--- src/rtl/acq_sequencer_pkg.sv ---
// Shared definitions for the clk_100 acquisition sequencer: FSM encodings and
// the bit layout of the PCIe status register.
package acq_sequencer_pkg;

  typedef enum logic [2:0] {
    ST_IDLE  = 3'd0,
    ST_ARMED = 3'd1,
    ST_SYNC  = 3'd2,
    ST_RUN   = 3'd3,
    ST_DONE  = 3'd4,
    ST_ERR   = 3'd5
  } acq_state_t;

  localparam int STAT_BUSY_BIT = 0;
  localparam int STAT_DONE_BIT = 1;
  localparam int STAT_OVF_BIT  = 2;
  localparam int STAT_W        = 3;

  function automatic logic is_busy(input acq_state_t s);
    return (s == ST_ARMED) || (s == ST_SYNC) || (s == ST_RUN);
  endfunction

endpackage

--- src/rtl/acq_slot_counter.sv ---
// Free-running period slot counter; boundary flags the last slot of a period,
// i.e. the edge on which the counter wraps back to zero.
module acq_slot_counter #(
  parameter int SLOT_BITS = 6
) (
  input  logic                 clk_100,
  input  logic                 clk_100_rst_n,
  output logic [SLOT_BITS-1:0] slot_cnt,
  output logic                 boundary
);

  logic [SLOT_BITS-1:0] cnt_reg;

  always_ff @(posedge clk_100) begin
    if (!clk_100_rst_n) begin
      cnt_reg <= '0;
    end else begin
      cnt_reg <= cnt_reg + SLOT_BITS'(1);
    end
  end

  assign slot_cnt = cnt_reg;
  assign boundary = &cnt_reg;

endmodule

--- src/rtl/acq_sequencer.sv ---
// Acquisition controller: gates the producer on period boundaries, counts frames,
// forwards producer beats to the DMA FIFO and flags FIFO overflow.
module acq_sequencer
  import acq_sequencer_pkg::*;
#(
  parameter int C_DATA_WIDTH = 64,
  parameter int SLOT_BITS    = 6,
  parameter int FRAME_CNT_W  = 32,
  parameter int TCQ          = 1
) (
  input  logic                    clk_100,
  input  logic                    clk_100_rst_n,
  input  logic                    acq_start,
  input  logic                    acq_stop,
  input  logic                    sw_trig,
  input  logic                    trig_mode,
  input  logic [FRAME_CNT_W-1:0]  frame_limit,
  input  logic [C_DATA_WIDTH-1:0] adc_data,
  input  logic                    data_en,
  input  logic                    fifo_full,
  output logic [SLOT_BITS-1:0]    clk_100_cnt,
  output logic                    ack_en,
  output logic                    fifo_wr_en,
  output logic [C_DATA_WIDTH-1:0] fifo_din,
  output logic                    acq_busy,
  output logic                    acq_done,
  output logic                    acq_overflow,
  output logic [FRAME_CNT_W-1:0]  frame_cnt
);

  // TCQ is kept for drop-in compatibility; these registers update with zero delay.
  if (TCQ > 0) begin : g_tcq
  end

  acq_state_t              state_reg, state_next;
  logic                    ack_en_reg, ack_en_next;
  logic                    done_reg, done_next;
  logic                    ovf_reg, ovf_next;
  logic                    stop_pending_reg, stop_pending_next;
  logic [FRAME_CNT_W-1:0]  frame_cnt_reg, frame_cnt_next;
  logic [FRAME_CNT_W-1:0]  limit_reg, limit_next;
  logic                    fifo_wr_en_reg, fifo_wr_en_next;
  logic [C_DATA_WIDTH-1:0] fifo_din_reg, fifo_din_next;
  logic                    boundary;
  logic [FRAME_CNT_W-1:0]  frame_inc;
  logic                    limit_hit;
  logic [STAT_W-1:0]       status_word;

  acq_slot_counter #(
    .SLOT_BITS (SLOT_BITS)
  ) u_slot_counter (
    .clk_100       (clk_100),
    .clk_100_rst_n (clk_100_rst_n),
    .slot_cnt      (clk_100_cnt),
    .boundary      (boundary)
  );

  assign frame_inc = (&frame_cnt_reg) ? frame_cnt_reg : frame_cnt_reg + FRAME_CNT_W'(1);
  assign limit_hit = (limit_reg != '0) && (frame_inc == limit_reg);

  always_comb begin
    state_next        = state_reg;
    ack_en_next       = ack_en_reg;
    done_next         = done_reg;
    ovf_next          = ovf_reg;
    stop_pending_next = stop_pending_reg;
    frame_cnt_next    = frame_cnt_reg;
    limit_next        = limit_reg;

    case (state_reg)
      ST_IDLE, ST_DONE, ST_ERR: begin
        // A coincident stop always beats a start; from ERR it also clears the error state.
        if (acq_stop) begin
          if (state_reg == ST_ERR) state_next = ST_IDLE;
        end else if (acq_start) begin
          frame_cnt_next    = '0;
          done_next         = 1'b0;
          ovf_next          = 1'b0;
          stop_pending_next = 1'b0;
          limit_next        = frame_limit;
          state_next        = trig_mode ? ST_ARMED : ST_SYNC;
        end
      end
      ST_ARMED: begin
        if (acq_stop)     state_next = ST_IDLE;
        else if (sw_trig) state_next = ST_SYNC;
      end
      ST_SYNC: begin
        if (acq_stop) begin
          state_next = ST_IDLE;
        end else if (boundary) begin
          state_next  = ST_RUN;
          ack_en_next = 1'b1;
        end
      end
      ST_RUN: begin
        if (data_en && fifo_full) begin
          state_next  = ST_ERR;
          ack_en_next = 1'b0;
          ovf_next    = 1'b1;
        end else begin
          if (acq_stop) stop_pending_next = 1'b1;
          if (boundary) begin
            frame_cnt_next = frame_inc;
            if (stop_pending_reg || acq_stop || limit_hit) begin
              state_next  = ST_DONE;
              ack_en_next = 1'b0;
              done_next   = 1'b1;
            end
          end
        end
      end
      default: begin
        state_next  = ST_IDLE;
        ack_en_next = 1'b0;
      end
    endcase

    fifo_wr_en_next = data_en & ack_en_reg & ~fifo_full & (state_reg == ST_RUN);
    fifo_din_next   = data_en ? adc_data : fifo_din_reg;
  end

  always_ff @(posedge clk_100) begin
    if (!clk_100_rst_n) begin
      state_reg        <= ST_IDLE;
      ack_en_reg       <= 1'b0;
      done_reg         <= 1'b0;
      ovf_reg          <= 1'b0;
      stop_pending_reg <= 1'b0;
      frame_cnt_reg    <= '0;
      limit_reg        <= '0;
      fifo_wr_en_reg   <= 1'b0;
      fifo_din_reg     <= '0;
    end else begin
      state_reg        <= state_next;
      ack_en_reg       <= ack_en_next;
      done_reg         <= done_next;
      ovf_reg          <= ovf_next;
      stop_pending_reg <= stop_pending_next;
      frame_cnt_reg    <= frame_cnt_next;
      limit_reg        <= limit_next;
      fifo_wr_en_reg   <= fifo_wr_en_next;
      fifo_din_reg     <= fifo_din_next;
    end
  end

  always_comb begin
    status_word                = '0;
    status_word[STAT_BUSY_BIT] = is_busy(state_reg);
    status_word[STAT_DONE_BIT] = done_reg;
    status_word[STAT_OVF_BIT]  = ovf_reg;
  end

  assign acq_busy     = status_word[STAT_BUSY_BIT];
  assign acq_done     = status_word[STAT_DONE_BIT];
  assign acq_overflow = status_word[STAT_OVF_BIT];
  assign ack_en       = ack_en_reg;
  assign frame_cnt    = frame_cnt_reg;
  assign fifo_wr_en   = fifo_wr_en_reg;
  assign fifo_din     = fifo_din_reg;

endmodule
--- config.mk ---
export PLATFORM = sky130hd
export DESIGN_NAME = acq_sequencer
export DESIGN_NICKNAME = d
export VERILOG_FILES = /design/src/rtl/acq_sequencer_pkg.sv /design/src/rtl/acq_slot_counter.sv /design/src/rtl/acq_sequencer.sv
export SDC_FILE = /design/constraint.sdc
export NUM_CORES = 1
export LEC_CHECK = 0
export CORE_UTILIZATION = 45
export DETAILED_ROUTE_END_ITERATION = 7
export DONT_BUFFER_PORTS = 1
export PLACE_DENSITY = 0.63
export SYNTH_ARGS = -nofsm -noshare
export SYNTH_HDL_FRONTEND = slang
export SYNTH_SLANG_ARGS = --single-unit
export TNS_END_PERCENT = 100
--- constraint.sdc ---
create_clock -name clk_100 -period 5.3 [get_ports clk_100]
set_clock_uncertainty 0.05 [all_clocks]
set_input_delay 0.53 -clock clk_100 [delete_from_list [all_inputs] [get_ports clk_100]]
set_output_delay 0.53 -clock clk_100 [all_outputs]
set_load 0.05 [all_outputs]
==> results of run 1 <==
final timing paths:
path	startpoint	end	slack (ns)	cells past startpoint
setup / recovery	frame_cnt[1]	state_reg[0]	1.18	11
setup reg to reg	frame_cnt[1]	state_reg[0]	1.18	11
hold / removal	fifo_full	fifo_wr_en	0.13	1
hold reg to reg	stop_pending_reg	stop_pending_reg	0.43	2
power breakdown:
part / internal (µW) / switching [µW] / leakage [µW]
combinational: 79.8 / 111 / 0.00149
sequential: 1120 / 157 / 0.00116
clock: 663 / 511 / 0.000275
cell usage in the layout, fill, tap and decap left out, types with 3 or more instances in the layout:
master	count
dfxtp_1	142
nor2_1	115
nand2_1	110
a21oi_1	80
mux2i_1	67
nand3_1	28
o21ai_0	27
xnor2_1	26
nand4_1	19
clkbuf_16	17
xor2_1	16
nor3_1	16
buf_4	16
nor4_1	15
and3_1	10
and4_1	10
inv_1	9
nand2b_1	7
nor2b_1	7
a311oi_1	7
o211ai_1	7
or3_1	6
a31oi_1	6
a211oi_1	6
or2_2	5
a22oi_1	5
o22ai_1	5
and2_1	4
inv_6	4
o21a_1	3
nand4b_1	3
o2111a_1	3
clkinv_4	3
clkinvlp_4	3
worst max-delay path, stage by stage, from the launching register on:
cell	delay [ns]
dfxtp_1	0.73
ha_1	0.34
and3_1	0.43
nand3_1	0.46
a211oi_1	0.62
xnor2_1	0.18
o211ai_1	0.09
nor4_1	0.35
nand4_1	0.21
o21a_1	0.23
o21ai_2	0.19
a31oi_1	0.10
cells by family after synthesis:
| group | count (synthesis) | share of synthesized area [%] |
|---|---|---|
| multiplexers | 69 | 9.567 |
| XOR/XNOR | 42 | 5.077 |
| AO/OA/AOI/OAI | 180 | 15.87 |
| flip-flops | 142 | 39.23 |
| adder cells (fa/ha/maj) | 2 | 0.3453 |
| AND/OR/NAND/NOR | 368 | 24.38 |
| buffers and inverters | 84 | 5.526 |
layer usage:
layer	up-vias	routed length (µm)	track usage [%]	share of wire, %
met5	-	0	0	0
met4	0	547	11.28	2.7
met3	44	1883	6.944	9.2
met2	307	8891	34.85	44
met1	2943	9110	33.74	45
li1	3079	-	-	-
cell type report:
type	count	area [µm²]	area share [%]
clock buffer	18	429.2	5.462
timing repair buffer	16	120.1	1.529
multi-input combinational	661	4003	50.94
clock inverter	14	152.6	1.943
inverter	10	40.04	0.5096
sequential	142	2843	36.18
tap	216	270.3	3.439
through the flow:
stage / hold WS [ns] / worst slack (ns) / instances
floorplan: 0.3874 / 2.022 / 887
global placement: 0.4092 / 1.377 / 1045
detailed placement: 0.4138 / 1.293 / 1045
CTS: 0.1138 / 1.291 / 1077
global route: 0.1185 / 0.9068 / 1077
finish: 0.1309 / 1.179 / 1077
==> results.yml, run 1 <==
place:
  gp_congestion: 0.9832
  post_dp_cell_area_um2: 7276
  dp_hpwl_um: 14790
  portBuffers: 0
worst_setup_path:
  crit_arrival_ns: 4.38
  cp-start-kind: "register"
  critPathRequiredTime_ns: 5.55
  critical_path_class: "register to register"
  cp_max_fo: 11
  cp-end-kind: "register"
clock_tree:
  cts-root-buf: "clkbuf_16"
  ctsLongestPathBuffers: 2
  htreeDepth: 4
  postCtsSetupRepairBufs: 0
  path_clk_slew_ns: 0.06
  clk_latency_ns: 0.43
  cts_sinks: 142
  cts-hold-fix-buffers: 0
  cts_tree: "yes"
  numCtsBuffers: 17
  cts_resized: 0
global_routing:
  grt_max_degree: 74
  antenna_found_initial: 0
  grt_pass1_wl_um: 31020
  first_global_vias: 5550
  gr-usage-all-layers_pct: 24.39
  globalRouteOverflowTotal: 0
drt:
  drtIter0Drc: 534
  via_per_inst: 5.917
  drcViolationCount: 0
  ant_nets: 0
  wire_per_inst_um: 18.97
  wl_um: 20430
  dr.pass1.iters: 7
  vias: 6373
run_status:
  outcome: "completed"
yosys:
  synth_area_leaders: "dfxtp_1 (39%), mux2i_1 (9.3%), nor2_1 (6.0%), nand2_1 (5.7%), a21oi_1 (5.5%)"
  synth-main-ff-cell: "dfxtp_1"
  synth_edf_count: 0
  syn-num-nets: 993
  synth.distinct_cells: 75
  syn_avg_cell_area_um2: 8.169
  synthTopCellsByCount: "dfxtp_1 (142), nor2_1 (115), nand2_1 (110)"
  synth_cells: 887
  synth-async-reset-ratio_pct: 0
  yosys.area.top_type: "dfxtp_1"
  synth_seq_area_share_pct: 39.23
  yosys_warnings: 0
  netlist_area_um2: 7246
  synth-seq-cells: 142
  synth.top_cell.area_share_pct: 39.23
  synth.most_common_cell: "dfxtp_1"
floorplanning:
  design.die.area_um2: 16610
  rows: 46
  die_width_um: 128.9
  fp.dieH_um: 128.9
  core_area_um2: 15830
  ioPinCount: 211
  start_util_pct: 45.78
layout:
  postLayoutCoreUtil_pct: 49.64
  largest_reg_flops: 64
  diodes: 0
  synthToLayoutAreaGrowth_pct: 8.444
  fillers: 1526
  nets: 954
  drive_gt1_share_pct: 7.898
  final_cell_area_um2: 7858
sta:
  period_share_pct: 77.76
  rsz0062_at_grt: "false"
  max_freq_mhz: 242.6
  relSlewSlack_pct: 28.89
  fin_crit_ns: 4.121
  finalSetupTns_ns: 0
  setup_viol: 0
  hold_violations: 0
  tightest_slew_ns: 1.063
  slew_violations: 0
min_path:
  hold_class: "input pin to register"
pwr:
  leakage_uw: 0.002922
  peakVddDrop_uv: 215.0
  total_power_uw: 2638
  p_per_area_nw_per_um2: 335.7
flow_run:
  drv_cap: 0
No activity file was read; power rests on OpenSTA's default activity.
==> run 2: changes to the inputs <==
- PLACE_DENSITY: 0.63 -> 0.65
- clock period: 5.3 -> 3.7 ns (I/O delays scaled with it)
==> run 2 against run 1 <==
Clock-buffer cell count stayed put. First-iteration DRC count is 1.9% lower. Register-to-register slack worse by 0.88 ns. Setup slack worse by 0.88 ns. Utilization is 2.3 points higher. Highest routed layer unchanged. Via count is 1.8% higher. Largest cell class unchanged.
==> results.yml, run 2 (synthesis gave the netlist of run 1 again) <==
floorplanning:
  design.die.area_um2: 16610
  fp.dieH_um: 128.9
  rows: 46
  start_util_pct: 45.78
  ioPinCount: 211
  die_width_um: 128.9
  core_area_um2: 15830
place:
  portBuffers: 0
  gp_congestion: 0.9941
  dp_hpwl_um: 15550
drt:
  vias: 6486
  dr.pass1.iters: 5
  wire_per_inst_um: 18.78
  wl_um: 21020
  via_per_inst: 5.796
  ant_nets: 0
  drtIter0Drc: 524
  drcViolationCount: 0
worst_setup_path:
  cpPeakStageDelay_ns: 0.54
  crit_chain: "nand2_1 -> or3_4 -> o31a_1 -> xnor2_1 -> a2111o_1 -> nor4_1 -> nand4_1 -> o21a_1 -> o21ai_2 -> a31oi_1"
  cp-start-kind: "register"
  cp_max_fo: 12
  reg2reg_depth: 10
  crit_arrival_ns: 3.64
  cp_slowest_cell: "dfxtp_1"
  critical_path_class: "register to register"
  critPathTopFamily: "simple AND/OR/NAND/NOR gates"
  critPathRequiredTime_ns: 3.95
  cp-end-kind: "register"
  path_depth: 10
  crit_buf_inv: 0
clock_tree:
  cts_sinks: 142
  postCtsSetupRepairBufs: 0
  cts_tree: "yes"
  ctsLongestPathBuffers: 2
  cts-root-buf: "clkbuf_16"
  clk_latency_ns: 0.42
  path_clk_slew_ns: 0.06
  numCtsBuffers: 17
  cts_resized: 0
  htreeDepth: 4
global_routing:
  first_global_vias: 5733
  globalRouteOverflowTotal: 0
  grt_max_degree: 85
  antenna_found_initial: 0
  gr-usage-all-layers_pct: 25.05
  grt_pass1_wl_um: 31620
sta:
  tightest_slew_ns: 1.112
  max_freq_mhz: 294.2
  slew_violations: 0
  finalSetupTns_ns: 0
  period_share_pct: 91.87
  fin_crit_ns: 3.399
  rsz0062_at_grt: "false"
  relSlewSlack_pct: 25.58
  hold_violations: 0
  setup_viol: 0
layout:
  final_cell_mix: "dfxtp_1 (142), nor2_1 (115), nand2_1 (110)"
  nets: 996
  fillers: 1526
  diodes: 0
  final_common_cell: "dfxtp_1"
  postLayoutCoreUtil_pct: 51.92
  largest_reg_flops: 64
  synthToLayoutAreaGrowth_pct: 13.42
  drive_gt1_share_pct: 12.07
pwr:
  p_per_area_nw_per_um2: 474.0
  peakVddDrop_uv: 350.9
  leakage_uw: 0.003164
min_path:
  min_path_cells: 1
  hold_class: "input pin to register"
run_status:
  outcome: "completed"
flow_run:
  drv_cap: 0
[run 2: metrics by stage]
step	cell area (µm²)	power [µW]	hold slack (ns)	worst slack, ns	cells
finish	8218	3895	0.02185	0.3007	1119
global route	8218	4040	0.01297	0.08216	1119
CTS	8218	3932	0.003193	0.3530	1119
detailed placement	7576	2139	0.4001	0.3673	1085
global placement	7576	2136	0.4017	0.3701	1085
floorplan	7246	2073	0.3874	0.4218	887
[run 2: worst paths after layout]
path / to / slack (ns) / start
setup / recovery: state_reg[0] / 0.30 / frame_cnt[15]
hold / removal: u_slot_counter.slot_cnt[1] / 0.02 / clk_100_rst_n
setup reg to reg: state_reg[0] / 0.30 / frame_cnt[15]
hold reg to reg: stop_pending_reg / 0.44 / stop_pending_reg
[run 2: final cells by class]
type / instances / area (µm²) / area share [%]
clock buffer: 18 / 439.2 / 5.344
clock inverter: 14 / 182.7 / 2.223
inverter: 10 / 40.04 / 0.4872
multi-input combinational: 661 / 4003 / 48.71
sequential: 142 / 2843 / 34.59
tap: 216 / 270.3 / 3.289
timing repair buffer: 58 / 440.4 / 5.359
[run 2: metal layers]
metal  up-vias  routed length [µm]  global-route usage (%)
li1       3154                   -                       -
met2       271                9327                   37.20
met5         -                   0                       0
met1      3030                9378                   34.59
met4         0                 366                   8.028
met3        31                1942                   7.526
[run 2: repair_timing]
| action | CTS | global route |
|---|---|---|
| endpoints found under the hold margin | 2 | 0 |
| hold buffers | 2 | 0 |
| setup endpoints to repair | 0 | 0 |
[run 2: report_power, final]
group	switching, µW	internal [µW]	leakage [µW]
combinational	175	122	0.00170
clock	696	1090	0.000299
sequential	213	1600	0.00116
